### config.mk
export PLATFORM = sky130hd
export DESIGN_NAME = led_level_controller
export DESIGN_NICKNAME = d
export VERILOG_FILES = /design/src/rtl/led_remote_pkg.sv /design/src/rtl/led_pwm.sv /design/src/rtl/led_level_controller.sv
export SDC_FILE = /design/constraint.sdc
export NUM_CORES = 1
export LEC_CHECK = 0
export CORE_MARGIN = 3
export CORE_UTILIZATION = 54
export CTS_CLUSTER_DIAMETER = 80
export DETAILED_ROUTE_END_ITERATION = 16
export PLACE_DENSITY = 0.76
export SYNTH_ARGS = -nofsm -noshare
export SYNTH_HDL_FRONTEND = slang
export SYNTH_SLANG_ARGS = --single-unit
### constraint.sdc
create_clock -name clk -period 2.7 [get_ports clk]
set_input_delay 0.27 -clock clk [delete_from_list [all_inputs] [get_ports clk]]
set_output_delay 0.27 -clock clk [all_outputs]
set_load 0.01 [all_outputs]
### src/rtl/led_remote_pkg.sv
// Shared encodings for the LED remote: debouncer states, controller states, step request.
package led_remote_pkg;

  localparam logic [1:0] BTN_IDLE  = 2'd0;
  localparam logic [1:0] BTN_WAIT  = 2'd1;
  localparam logic [1:0] BTN_PRESS = 2'd2;
  localparam logic [1:0] BTN_HELD  = 2'd3;

  typedef enum logic [1:0] {
    CTL_IDLE = 2'd0,
    CTL_UP   = 2'd1,
    CTL_DOWN = 2'd2
  } ctl_state_e;

  typedef struct packed {
    logic up;
    logic dn;
  } step_req_t;

  // Pressed or held: the owning button is still down.
  function automatic logic btn_active(logic [1:0] st);
    return (st == BTN_PRESS) || (st == BTN_HELD);
  endfunction

endpackage

### src/rtl/led_pwm.sv
// PWM stage: free-running counter 0..MAX_LEVEL-1 with a registered level comparator.
module led_pwm #(
  parameter int LW        = 4,
  parameter int MAX_LEVEL = 15
) (
  input  logic          clk,
  input  logic          rst_n,
  input  logic [LW-1:0] level,
  output logic          pwm_out
);

  localparam logic [LW-1:0] CNT_LAST = LW'(MAX_LEVEL - 1);

  logic [LW-1:0] pwm_cnt_q, pwm_cnt_d;
  logic          pwm_out_q, pwm_out_d;

  always_comb begin
    pwm_cnt_d = (pwm_cnt_q == CNT_LAST) ? '0 : pwm_cnt_q + 1'b1;
    pwm_out_d = (pwm_cnt_q < level);
  end

  always_ff @(posedge clk or negedge rst_n) begin
    if (!rst_n) begin
      pwm_cnt_q <= '0;
      pwm_out_q <= 1'b0;
    end else begin
      pwm_cnt_q <= pwm_cnt_d;
      pwm_out_q <= pwm_out_d;
    end
  end

  assign pwm_out = pwm_out_q;

endmodule

### src/rtl/led_level_controller.sv
// Button ownership FSM, hold/auto-repeat timing and LED level register feeding led_pwm.
// Define LEVEL_WRAP_EN to wrap the level at its ends instead of saturating.
module led_level_controller
  import led_remote_pkg::*;
#(
  parameter int LW         = 4,
  parameter int MAX_LEVEL  = 15,
  parameter int INIT_LEVEL = 8,
  parameter int HOLD_DLY   = 25000000,
  parameter int RPT_PER    = 5000000
) (
  input  logic          clk,
  input  logic          rst_n,
  input  logic [1:0]    up_st,
  input  logic [1:0]    down_st,
  output logic [LW-1:0] level,
  output logic          step_pulse,
  output logic          at_max,
  output logic          at_min,
  output logic          pwm_out
);

  localparam logic [LW-1:0] MAX_L     = LW'(MAX_LEVEL);
  localparam logic [LW-1:0] INIT_L    = LW'(INIT_LEVEL);
  localparam logic [31:0]   HOLD_LAST = 32'(HOLD_DLY - 1);
  localparam logic [31:0]   RELOAD    = 32'(HOLD_DLY - RPT_PER);

  ctl_state_e    state_q, state_d;
  logic [31:0]   hold_cnt_q, hold_cnt_d;
  logic [LW-1:0] level_q, level_d;
  logic          step_pulse_q, step_pulse_d;
  step_req_t     step;

  always_comb begin
    state_d    = state_q;
    hold_cnt_d = hold_cnt_q;
    step       = '0;
    unique case (state_q)
      CTL_IDLE: begin
        hold_cnt_d = '0;
        if (up_st == BTN_PRESS && down_st != BTN_PRESS) begin
          step.up = 1'b1;
          state_d = CTL_UP;
        end else if (down_st == BTN_PRESS && up_st != BTN_PRESS) begin
          step.dn = 1'b1;
          state_d = CTL_DOWN;
        end
      end
      CTL_UP: begin
        if (btn_active(up_st)) begin
          // Reload below the hold threshold so later repeats land every RPT_PER cycles.
          if (hold_cnt_q == HOLD_LAST) begin
            step.up    = 1'b1;
            hold_cnt_d = RELOAD;
          end else begin
            hold_cnt_d = hold_cnt_q + 32'd1;
          end
        end else begin
          state_d    = CTL_IDLE;
          hold_cnt_d = '0;
        end
      end
      CTL_DOWN: begin
        if (btn_active(down_st)) begin
          if (hold_cnt_q == HOLD_LAST) begin
            step.dn    = 1'b1;
            hold_cnt_d = RELOAD;
          end else begin
            hold_cnt_d = hold_cnt_q + 32'd1;
          end
        end else begin
          state_d    = CTL_IDLE;
          hold_cnt_d = '0;
        end
      end
      default: begin
        state_d    = CTL_IDLE;
        hold_cnt_d = '0;
      end
    endcase
  end

  always_comb begin
    level_d      = level_q;
    step_pulse_d = 1'b0;
    if (step.up) begin
      if (level_q == MAX_L) begin
`ifdef LEVEL_WRAP_EN
        level_d      = '0;
        step_pulse_d = 1'b1;
`else
        level_d      = level_q;
`endif
      end else begin
        level_d      = level_q + 1'b1;
        step_pulse_d = 1'b1;
      end
    end else if (step.dn) begin
      if (level_q == '0) begin
`ifdef LEVEL_WRAP_EN
        level_d      = MAX_L;
        step_pulse_d = 1'b1;
`else
        level_d      = level_q;
`endif
      end else begin
        level_d      = level_q - 1'b1;
        step_pulse_d = 1'b1;
      end
    end
  end

  always_ff @(posedge clk or negedge rst_n) begin
    if (!rst_n) begin
      state_q      <= CTL_IDLE;
      hold_cnt_q   <= '0;
      level_q      <= INIT_L;
      step_pulse_q <= 1'b0;
    end else begin
      state_q      <= state_d;
      hold_cnt_q   <= hold_cnt_d;
      level_q      <= level_d;
      step_pulse_q <= step_pulse_d;
    end
  end

  assign level      = level_q;
  assign step_pulse = step_pulse_q;
  assign at_max     = (level_q == MAX_L);
  assign at_min     = (level_q == '0);

  led_pwm #(
    .LW        (LW),
    .MAX_LEVEL (MAX_LEVEL)
  ) u_pwm (
    .clk     (clk),
    .rst_n   (rst_n),
    .level   (level_q),
    .pwm_out (pwm_out)
  );

endmodule

==> results.toml <==
[sta]
slew_violations = 0
min_period_ps = 2650
max_freq_ghz = 0.377
skew_ps = 6.88
slew_headroom_pct = 34.4
setup_ws_ps = 48.6
setup_viol = 0
fin_crit_sh_pct = 98.2
worstMarginPinSlew_ps = 983
finalHoldViolCount = 0
holdWs_ps = 125
rsz0062_at_grt = "true"

[worst_setup_path]
slowest_delay_ps = 420
crit_chain = "ha_2 -> nand3_2 -> or3_4 -> nor4_4 -> a21oi_2 -> buf_4 -> ha_1 -> a21oi_2 -> buf_4 -> o21ai_0 -> a31oi_1 -> o41ai_2"
r2r-end = "level[3]"
critPathRequiredTime_ps = 2900
crit_path_max_fanout = 4
arrival_ps = 2850
critPathSlowestCell = "or3_4"
critPathLaunchType = "flop"
critPathCaptureType = "flop"
r2r_cells = 12
crit_family = "simple AND/OR/NAND/NOR gates"
worstSetupPathType = "flop to flop"
rrSetupSlack_ps = 50
r2r_start = "hold_cnt_q[0]"
path_depth = 12
crit_buf_inv = 2

[floorplan]
io_pins = 14
die_h_um = 74.8
rows = 24
die-area_mm2 = 0.00560
die_x_um = 74.8
core-area_mm2 = 0.00447
start_util_pct = 57.1

[power]
vdd_drop_max_v = 0.000471
p_switching_uw = 684
power.share.combinational_pct = 34.1
p_int_uw = 1320
p_leak_uw = 0.00134
switching_share_pct = 34.2
p_clk_share_pct = 25.3
p_per_area_mw_per_mm2 = 636
p_seq_share_pct = 40.6

[finish]
fin_area_mm2 = 0.00315
nets = 333
fin_cells = 368
drive_above_1_share_pct = 18.4
syn_to_final_growth_pct = 23.1
diodes = 0

[drt]
detail_route.wl_per_cell_um = 15.7
drt_iter0_drc = 182
vias_per_cell = 5.86
drc = 0
drt_wl_total_um = 5790
num_vias = 2157
dr.pass1.iters = 4
ant_nets = 0

[placed_design]
port_buffers = 13
placed_cells = 357
gp_congestion = 0.881
post-dp-hpwl_um = 3870
dpl_cell_area_mm2 = 0.00294
place_ws_ps = -192

[run]
maxCapViolations = 0

[hold_path]
min_path_type = "input pin to async pin"

[clocking]
numCtsBuffers = 5
cts_root_buffer = "clkbuf_8"
cts_hold_buf = 0
cts_tree = "built"
clk_latency_ps = 300
clkTransAtPathRegs_ps = 90
cts_max_level = 2
clk_path_buf_depth = 2
cts_sinks = 44

[synthesis]
ys.flop_type = "dfrtp_1"
async_flop_share_pct = 100
ys_seq_elements = 44
postSynthCellCount = 271
netlist_area_mm2 = 0.00256
synth_area_leaders = "dfrtp_1 42%, xnor2_1 7.5%, ha_1 5.4%, nor2_1 4.6%, nor4_1 3.2%"
yosys.cell_types.count = 48
synth_nets = 289
yosys_warnings = 0
seq_area_frac_synth_pct = 43.1
synth-edff-count = 0
synth_top_area_share_pct = 42.1
synthMostInstantiatedCell = "dfrtp_1"
syn_avg_cell_area_um2 = 9.43
synth_top_cell_by_area = "dfrtp_1"
synth_commonest_cells = "43 x dfrtp_1, 31 x nor2_1, 22 x xnor2_1, 20 x nand2_1"

[status]
status = "complete, no violations"

[global_routing]
grt_start_max_net_pins = 45
antenna_found_initial = 0
track_usage_pct = 22.7
grt_overflow = 0
grt_pass1_wl_um = 9680
grt_pass1_vias = 2083
per-stage QoR:
step | setup TNS [ps] | util (%) | power, µW
after floorplan | 0 | - | 1200
after global placement | -21.7 | 65.7 | 1450
after detailed placement | -192 | 65.7 | 1480
after CTS | 0 | 69.7 | 2000
after global routing | -62.9 | 70.3 | 2110
final | 0 | 70.3 | 2000
how the worst max path moves through the flow:
stage | start | to | slack [ps]
2_1_floorplan | hold_cnt_q[15] | level[3] | 20
3_3_place_gp | hold_cnt_q[7] | level[3] | -20
3_5_place_dp | hold_cnt_q[6] | level[3] | -190
4_1_cts | hold_cnt_q[0] | level[3] | 9
5_1_grt | hold_cnt_q[1] | level[3] | -60
6_report | hold_cnt_q[0] | level[3] | 50
routing by layer:
| layer | wire length, µm | GRT usage (%) |
|---|---|---|
| met5 | 0 | 0 |
| met4 | 104 | 7.91 |
| met3 | 275 | 4.67 |
| met2 | 2830 | 36.7 |
| met1 | 2580 | 30.5 |
layout by cell type (no fill, tap or decap), types with 2 or more instances in the layout:
cell	instances
a21oi_2	2
clkbuf_1	2
nand3_1	13
buf_4	31
nand2_1	20
clkdlybuf4s50_1	12
clkbuf_8	5
and2_1	4
ha_1	10
xnor2_1	22
o21ai_1	2
nand3_2	2
or3_1	3
nand4_1	8
nor2b_1	2
nor2_1	31
and4_1	4
inv_1	14
o21ai_0	8
xor2_1	6
a211oi_1	2
nand2b_1	2
nor4_1	9
nor4_4	3
nor4_2	2
and3_1	4
dfrtp_1	43
nor3_1	10
a21o_1	4
a31oi_1	3
a21oi_1	9
cell type report:
| cell class | count | area [µm²] |
|---|---|---|
| fill | 325 | 1330 |
| multi-input combinational | 204 | 1440 |
| timing repair buffer | 45 | 378 |
| clock buffer | 7 | 76.3 |
| sequential | 44 | 1100 |
| inverter | 15 | 56.3 |
| tap | 52 | 65.1 |
| clock inverter | 1 | 30.0 |
logic make-up (layout without fill, tap and decap cells):
logic type / after synthesis / after routing / synth area share, %
and+or+nand+nor: 125 / 125 / 26.6
DFF: 44 / 44 / 43.1
AOI/OAI and AO/OA: 37 / 37 / 9.89
xor gates and xnor gates: 28 / 28 / 9.59
buffers and inverters: 23 / 68 / 3.72
adders and majority gates: 12 / 12 / 6.17
muxes: 2 / 2 / 0.881
sequential cells by signal (all words and copies together) (netlist names):
register and count:
hold_cnt_q 32, level 4, state_q 2, step_pulse 1, u_pwm.pwm_cnt_q 4, u_pwm.pwm_out 1
power by group through the flow:
stage | clock network (µW) | logic (µW) | registers [µW]
6_report | 506 | 682 | 812
5_1_grt | 536 | 755 | 822
4_1_cts | 510 | 678 | 809
3_5_place_dp | 0 | 657 | 820
3_3_place_gp | 0 | 632 | 818
2_1_floorplan | 0 | 375 | 822
worst reg2reg max path: stages (launching register included):
cell and delay (ps):
dfrtp_1 360, ha_2 190, nand3_2 90, or3_4 420, nor4_4 220, a21oi_2 70
buf_4 150, ha_1 320, a21oi_2 80, buf_4 140, o21ai_0 170, a31oi_1 80
o41ai_2 250
what timing repair did:
item                       CTS  global route
pin swaps                    9             2
hold endpoints to repair     0             0
setup endpoints to repair    1             1
gates resized for setup      8             4
setup buffers                3             0
No activity file was read; power rests on OpenSTA's default activity.
